[config.mk]
export PLATFORM = sky130hd
export DESIGN_NAME = mult_div_unit
export DESIGN_NICKNAME = d
export VERILOG_FILES = /design/src/rtl/mult_div_unit_pkg.sv /design/src/rtl/mult_div_unit_iter_step.sv /design/src/rtl/mult_div_unit.sv
export SDC_FILE = /design/constraint.sdc
export NUM_CORES = 1
export LEC_CHECK = 0
export CAP_MARGIN = 10
export CELL_PAD_IN_SITES_DETAIL_PLACEMENT = 0
export CELL_PAD_IN_SITES_GLOBAL_PLACEMENT = 2
export CORE_ASPECT_RATIO = 0.75
export CORE_MARGIN = 5
export CORE_UTILIZATION = 30
export DETAILED_ROUTE_END_ITERATION = 8
export PLACE_DENSITY = 0.71
export SYNTH_ARGS = -nofsm -noshare
export SYNTH_HDL_FRONTEND = slang
export SYNTH_HIERARCHICAL = 1
export SYNTH_SLANG_ARGS = --single-unit
[constraint.sdc]
create_clock -name clk -period 3.64 [get_ports clk]
set_input_delay 0.364 -clock clk [delete_from_list [all_inputs] [get_ports clk]]
set_output_delay 0.364 -clock clk [all_outputs]
set_load 0.03 [all_outputs]
[src/rtl/mult_div_unit_pkg.sv]
// Shared op codes, FSM state encoding and small decode helpers for the
// iterative multiply/divide unit.
package mult_div_unit_pkg;

  localparam logic [2:0] MDU_MULT  = 3'd0;
  localparam logic [2:0] MDU_MULTU = 3'd1;
  localparam logic [2:0] MDU_DIV   = 3'd2;
  localparam logic [2:0] MDU_DIVU  = 3'd3;
  localparam logic [2:0] MDU_MTHI  = 3'd4;
  localparam logic [2:0] MDU_MTLO  = 3'd5;

  typedef enum logic [1:0] {
    MDU_IDLE = 2'd0,
    MDU_RUN  = 2'd1,
    MDU_FIX  = 2'd2
  } mdu_state_t;

  function automatic logic is_iter_op(input logic [2:0] o);
    return (o == MDU_MULT) || (o == MDU_MULTU) || (o == MDU_DIV) || (o == MDU_DIVU);
  endfunction

  function automatic logic is_signed_op(input logic [2:0] o);
    return (o == MDU_MULT) || (o == MDU_DIV);
  endfunction

  function automatic logic is_div_op(input logic [2:0] o);
    return (o == MDU_DIV) || (o == MDU_DIVU);
  endfunction

endpackage

[src/rtl/mult_div_unit_iter_step.sv]
// One iteration of the MDU datapath: shift-add for multiply, restoring
// shift-subtract for divide. {acc_hi, acc_lo} is the 2*WIDTH working register.
module mdu_iter_step #(
  parameter int WIDTH = 32
) (
  input  logic             is_div,
  input  logic [WIDTH-1:0] acc_hi,
  input  logic [WIDTH-1:0] acc_lo,
  input  logic [WIDTH-1:0] operand,
  output logic [WIDTH-1:0] hi_next,
  output logic [WIDTH-1:0] lo_next
);

  logic [WIDTH:0] add_sum;
  logic [WIDTH:0] rem_shift;
  logic [WIDTH:0] trial;

  always_comb begin
    add_sum   = {1'b0, acc_hi} + (acc_lo[0] ? {1'b0, operand} : '0);
    rem_shift = {acc_hi, acc_lo[WIDTH-1]};
    trial     = rem_shift - {1'b0, operand};
    if (is_div) begin
      // Bit WIDTH of the trial difference is the borrow: set means restore.
      if (!trial[WIDTH]) begin
        hi_next = trial[WIDTH-1:0];
        lo_next = {acc_lo[WIDTH-2:0], 1'b1};
      end else begin
        hi_next = rem_shift[WIDTH-1:0];
        lo_next = {acc_lo[WIDTH-2:0], 1'b0};
      end
    end else begin
      hi_next = add_sum[WIDTH:1];
      lo_next = {add_sum[0], acc_lo[WIDTH-1:1]};
    end
  end

endmodule

[src/rtl/mult_div_unit.sv]
// Iterative MULT/MULTU/DIV/DIVU unit owning the HI/LO registers. Works on
// operand magnitudes and applies the sign correction in a final FIX cycle.
module mult_div_unit
  import mult_div_unit_pkg::*;
#(
  parameter int WIDTH = 32
) (
  input  logic             clk,
  input  logic             rst,
  input  logic             start,
  input  logic [2:0]       op,
  input  logic [WIDTH-1:0] a,
  input  logic [WIDTH-1:0] b,
  input  logic             cancel,
  output logic             busy,
  output logic             done,
  output logic [WIDTH-1:0] hi,
  output logic [WIDTH-1:0] lo
);

  localparam int CNT_W = $clog2(WIDTH) + 1;

  mdu_state_t       state_reg, state_next;
  logic [CNT_W-1:0] cnt_reg, cnt_next;
  logic [WIDTH-1:0] acc_hi_reg, acc_hi_next;
  logic [WIDTH-1:0] acc_lo_reg, acc_lo_next;
  logic [WIDTH-1:0] opnd_reg, opnd_next;
  logic [WIDTH-1:0] orig_a_reg, orig_a_next;
  logic             is_div_reg, is_div_next;
  logic             neg_lo_reg, neg_lo_next;
  logic             neg_hi_reg, neg_hi_next;
  logic             div_zero_reg, div_zero_next;
  logic [WIDTH-1:0] hi_reg, hi_next;
  logic [WIDTH-1:0] lo_reg, lo_next;
  logic             done_reg, done_next;

  logic             sign_a, sign_b;
  logic [WIDTH-1:0] mag_a, mag_b;
  logic [WIDTH-1:0] step_hi, step_lo;
  logic [2*WIDTH-1:0] prod_fix;
  logic [WIDTH-1:0] quot_fix, rem_fix;

  mdu_iter_step #(.WIDTH(WIDTH)) u_step (
    .is_div  (is_div_reg),
    .acc_hi  (acc_hi_reg),
    .acc_lo  (acc_lo_reg),
    .operand (opnd_reg),
    .hi_next (step_hi),
    .lo_next (step_lo)
  );

  always_comb begin
    sign_a   = is_signed_op(op) & a[WIDTH-1];
    sign_b   = is_signed_op(op) & b[WIDTH-1];
    mag_a    = sign_a ? (~a + 1'b1) : a;
    mag_b    = sign_b ? (~b + 1'b1) : b;
    prod_fix = neg_lo_reg ? (~{acc_hi_reg, acc_lo_reg} + 1'b1) : {acc_hi_reg, acc_lo_reg};
    quot_fix = neg_lo_reg ? (~acc_lo_reg + 1'b1) : acc_lo_reg;
    rem_fix  = neg_hi_reg ? (~acc_hi_reg + 1'b1) : acc_hi_reg;
  end

  always_comb begin
    state_next    = state_reg;
    cnt_next      = cnt_reg;
    acc_hi_next   = acc_hi_reg;
    acc_lo_next   = acc_lo_reg;
    opnd_next     = opnd_reg;
    orig_a_next   = orig_a_reg;
    is_div_next   = is_div_reg;
    neg_lo_next   = neg_lo_reg;
    neg_hi_next   = neg_hi_reg;
    div_zero_next = div_zero_reg;
    hi_next       = hi_reg;
    lo_next       = lo_reg;
    done_next     = 1'b0;
    case (state_reg)
      MDU_IDLE: begin
        // A cancel on the issue edge drops the request, MTHI/MTLO included.
        if (start && !cancel) begin
          if (is_iter_op(op)) begin
            state_next    = MDU_RUN;
            cnt_next      = '0;
            is_div_next   = is_div_op(op);
            neg_lo_next   = sign_a ^ sign_b;
            neg_hi_next   = sign_a;
            div_zero_next = (b == '0);
            orig_a_next   = a;
            acc_hi_next   = '0;
            acc_lo_next   = is_div_op(op) ? mag_a : mag_b;
            opnd_next     = is_div_op(op) ? mag_b : mag_a;
          end else if (op == MDU_MTHI) begin
            hi_next = a;
          end else if (op == MDU_MTLO) begin
            lo_next = a;
          end
        end
      end
      MDU_RUN: begin
        if (cancel) begin
          state_next = MDU_IDLE;
        end else begin
          acc_hi_next = step_hi;
          acc_lo_next = step_lo;
          cnt_next    = cnt_reg + 1'b1;
          if (cnt_reg == CNT_W'(WIDTH - 1)) begin
            state_next = MDU_FIX;
          end
        end
      end
      MDU_FIX: begin
        state_next = MDU_IDLE;
        if (!cancel) begin
          done_next = 1'b1;
          if (!is_div_reg) begin
            hi_next = prod_fix[2*WIDTH-1:WIDTH];
            lo_next = prod_fix[WIDTH-1:0];
          end else if (div_zero_reg) begin
            hi_next = orig_a_reg;
            lo_next = '1;
          end else begin
            hi_next = rem_fix;
            lo_next = quot_fix;
          end
        end
      end
      default: state_next = MDU_IDLE;
    endcase
  end

  always_ff @(posedge clk) begin
    if (rst) begin
      state_reg    <= MDU_IDLE;
      cnt_reg      <= '0;
      acc_hi_reg   <= '0;
      acc_lo_reg   <= '0;
      opnd_reg     <= '0;
      orig_a_reg   <= '0;
      is_div_reg   <= 1'b0;
      neg_lo_reg   <= 1'b0;
      neg_hi_reg   <= 1'b0;
      div_zero_reg <= 1'b0;
      hi_reg       <= '0;
      lo_reg       <= '0;
      done_reg     <= 1'b0;
    end else begin
      state_reg    <= state_next;
      cnt_reg      <= cnt_next;
      acc_hi_reg   <= acc_hi_next;
      acc_lo_reg   <= acc_lo_next;
      opnd_reg     <= opnd_next;
      orig_a_reg   <= orig_a_next;
      is_div_reg   <= is_div_next;
      neg_lo_reg   <= neg_lo_next;
      neg_hi_reg   <= neg_hi_next;
      div_zero_reg <= div_zero_next;
      hi_reg       <= hi_next;
      lo_reg       <= lo_next;
      done_reg     <= done_next;
    end
  end

  assign busy = (state_reg != MDU_IDLE);
  assign done = done_reg;
  assign hi   = hi_reg;
  assign lo   = lo_reg;

endmodule

==> results by group <==
Timing
  – Final setup viols: 0
  – Setup TNS: 0 ns
  – Fin crit share: 95.98%
  – Hold Vio Cnt, Final: 0
  – Fin Hold WS: 0.1752 ns
  – Achievable frequency: 286.2 MHz
  – Max-slew violations: 0
  – Worst slew margin: 42.63%
  – Final worst clock skew: 0.02618 ns
  – Worst-Margin Slew: 0.8605 ns
  – Final Critical Period: 3.494 ns

Power
  – Worst IR Drop VDD: 0.3289 mV
  – P per Cell Area: 310.8 mW/mm²
  – Leak pwr: 8.346 nW
  – Total chip power: 6.807 mW

Global routing
  – Initial antenna violation count: 3
  – Aggregate global-route resource usage: 25.96%
  – Largest net degree at the start of global routing: 69
  – Remaining global-route overflow: 0
  – First-pass GRT wire length: 129600 µm
  – Number of global-route vias before repair: 18860

Clock network
  – Post-CTS Hold Buffers: 0
  – Reg clk slew, reported paths: 0.07 ns
  – Root Driver: clkbuf_16
  – Clk sinks: 205
  – Htree depth: 1
  – Clock latency at the later pin of the worst-skew pair: 0.57 ns
  – Num CTS Buffers: 25
  – Max Root-Sink Buffers: 3
  – CTS tree: built

Synthesis
  – Post-synthesis area per instance: 7.271 µm²
  – Syn nets: 2591
  – Ys async rst share: 0%
  – Synth top area share: 23.05%
  – Top cells by area, synth: dfxtp_1 (23%), nand2_1 (6.9%), a21oi_1 (6.4%)
  – Yosys warns: 6
  – Mapped Area: 0.01781 mm²
  – Post-synthesis cell type count: 94
  – Ys flop type: dfxtp_1
  – Number of flops mapped to enable cells by yosys: 0
  – Most area-hungry cell type in the Yosys netlist: dfxtp_1
  – #FFs+latches synth: 205
  – Fraction of the yosys area taken by sequential cells: 23.05%
  – Cell count after synthesis: 2449

Worst setup path
  – Crit-path cells: buf_4 -> ha_1 -> fa_2 -> nor2b_1 -> o31ai_1 -> a21o_2 -> o211ai_4 -> a31oi_4 -> o211ai_4 -> buf_12 -> mux2_1 -> nand2_1 -> o21ai_2 -> nand3_1 -> a21oi_1
  – Peak per-stage delay on the critical path: 0.48 ns
  – Critical Path AT: 3.91 ns
  – WP buf/inv: 2
  – Crit path max-delay family: compound AO/OA/AOI/OAI gates
  – CP max FO: 7
  – CP endpoint kind: flop
  – Cell repeated most along the worst path: o211ai_4
  – Worst path required time: 4.06 ns
  – Kind of critical path: flop to flop
  – CP startpoint kind: flop
  – Slowest CP cell: o211ai_4

Run
  – Max cap viols: 0

Routing
  – DR DRC count: 0
  – First DRT Iteration DRCs: 2290
  – DRT Pass-1 Iters: 5
  – Final ANT Viol Nets: 0
  – Routed WL per cell: 26.30 µm
  – Final wirelength: 89590 µm
  – DR vias: 20480
  – Mean number of vias per cell: 6.011

Placement
  – Placed insts: 3350
  – Port bufs: 136
  – Final HPWL DP: 67900 µm
  – Final RePlAce weighted congestion: 0.9597

Floorplan
  – Die W: 291.3 µm
  – Full die area: 0.06438 mm²
  – Die Y-Extent: 221.0 µm
  – Initial Util: 30.25%
  – # rows: 77
  – Ports: 137
  – Core ar.: 0.05887 mm²

Cells and area
  – Share of cells above drive strength 1: 13.57%
  – Area growth from synthesis to layout: 23.02%
  – Post-layout util: 37.21%
  – Fill cells: 6210
  – Post-route non-filler standard cell count: 3407
  – Final nets: 2742
  – Number of antenna diodes: 0
  – Area occupied by multi-input gates: 0.01282 mm²
  – Register area: 0.004110 mm²

Worst hold path
  – Hold WC Path Type: input port to flop

Run status
  – Status: completed
-- routing by layer --
metal  vias to the layer above  global-route usage, %  wire [µm]
met5                         -                      0         13
met4                         2                  5.551       2040
met3                       126                  5.794       9626
met2                      1108                  36.38      35580
met1                      9930                  40.19      42330
li1                       9315                      -          -
-- report_power, final --
group          leakage, nW  switching [mW]  total [mW]  internal (mW)
clock network        0.406            1.15        2.67           1.52
registers             1.66          0.0927        2.40           2.31
logic                 6.28            1.09        1.74          0.645
-- cell usage after synthesis, types with 19 or more instances --
cell / instances
inv_1: 66
nand4_1: 22
and2_1: 39
nor2_1: 180
a211oi_1: 33
nor4_1: 30
nand2_1: 328
o31ai_1: 32
buf_1: 24
ha_1: 69
or4_1: 19
o211ai_1: 32
a21o_1: 36
o41ai_1: 22
nand3_1: 78
or3_1: 29
a31oi_1: 41
clkbuf_1: 148
dfxtp_1: 205
o21ai_0: 108
a21oi_1: 228
mux2_2: 39
nor3_1: 75
mux2i_1: 26
o221ai_1: 31
and3_1: 22
xnor2_1: 97
xor2_1: 64
-- repair_timing --
item                                    in CTS  in global routing
resized for setup                            0                 43
setup buffers                                0                 10
endpoints found under the setup margin       0                 21
-- metrics by stage --
stage	area, µm²	setup slack [ns]
2_1_floorplan	17810	0.4017
3_5_place_dp	20760	0.03180
3_3_place_gp	20760	0.09906
4_1_cts	21590	0.01037
5_1_grt	21900	-0.07390
6_report	21900	0.1463
-- cell usage in the layout, fill, tap and decap left out, types with 21 or more instances in the layout --
cell type	instances
nand2_1	328
a21oi_1	224
dfxtp_1	202
nor2_1	178
buf_4	172
clkdlybuf4s50_1	135
o21ai_0	102
xnor2_1	97
nand3_1	78
nor3_1	74
inv_1	66
xor2_1	64
ha_1	61
a31oi_1	41
mux2_2	39
and2_1	39
a21o_1	35
o211ai_1	32
o31ai_1	32
a211oi_1	32
o221ai_1	31
nor4_1	30
or3_1	29
clkbuf_16	28
mux2i_1	26
nand4_1	22
o41ai_1	22
and3_1	21
-- worst reg2reg max path: cells and delay by family, from the launching register on --
family | cells | cell delay [ns]
DFF | 1 | 0.31
AOI/OAI and AO/OA | 7 | 1.47
muxes | 1 | 0.33
buffers and inverters | 2 | 0.34
and+or+nand+nor | 3 | 0.33
adders and majority gates | 2 | 0.59
-- final cells by class --
cell class	count	share of cell area (%)
clock buffers	30	3.033
clock inverters	14	0.7540
inverters	68	1.165
multi-input cells	1979	58.52
flip-flops and latches	205	18.76
well taps	790	4.512
repair buffers	321	13.25
-- path summary, 6_finish.rpt --
check	startpoint	end	slack, ns	depth (start not counted)
worst max-delay path	opnd_reg[0]	acc_hi_reg[16]	0.15	15
worst min-delay path	rst	acc_hi_reg[5]	0.18	2
worst max register to register	opnd_reg[0]	acc_hi_reg[16]	0.15	15
worst min register to register	lo[9]	lo[9]	0.45	2
-- logic make-up after synthesis --
kind of cell | Yosys count | synth area share [%]
AO/OA/AOI/OAI | 777 | 29.56
XOR/XNOR | 161 | 7.919
adder cells (fa/ha/maj) | 71 | 5.073
buffers and inverters | 265 | 6.092
flip-flops | 205 | 23.05
multiplexers | 66 | 3.991
AND/OR/NAND/NOR | 904 | 24.32
Power figures use the tool's default switching activity.
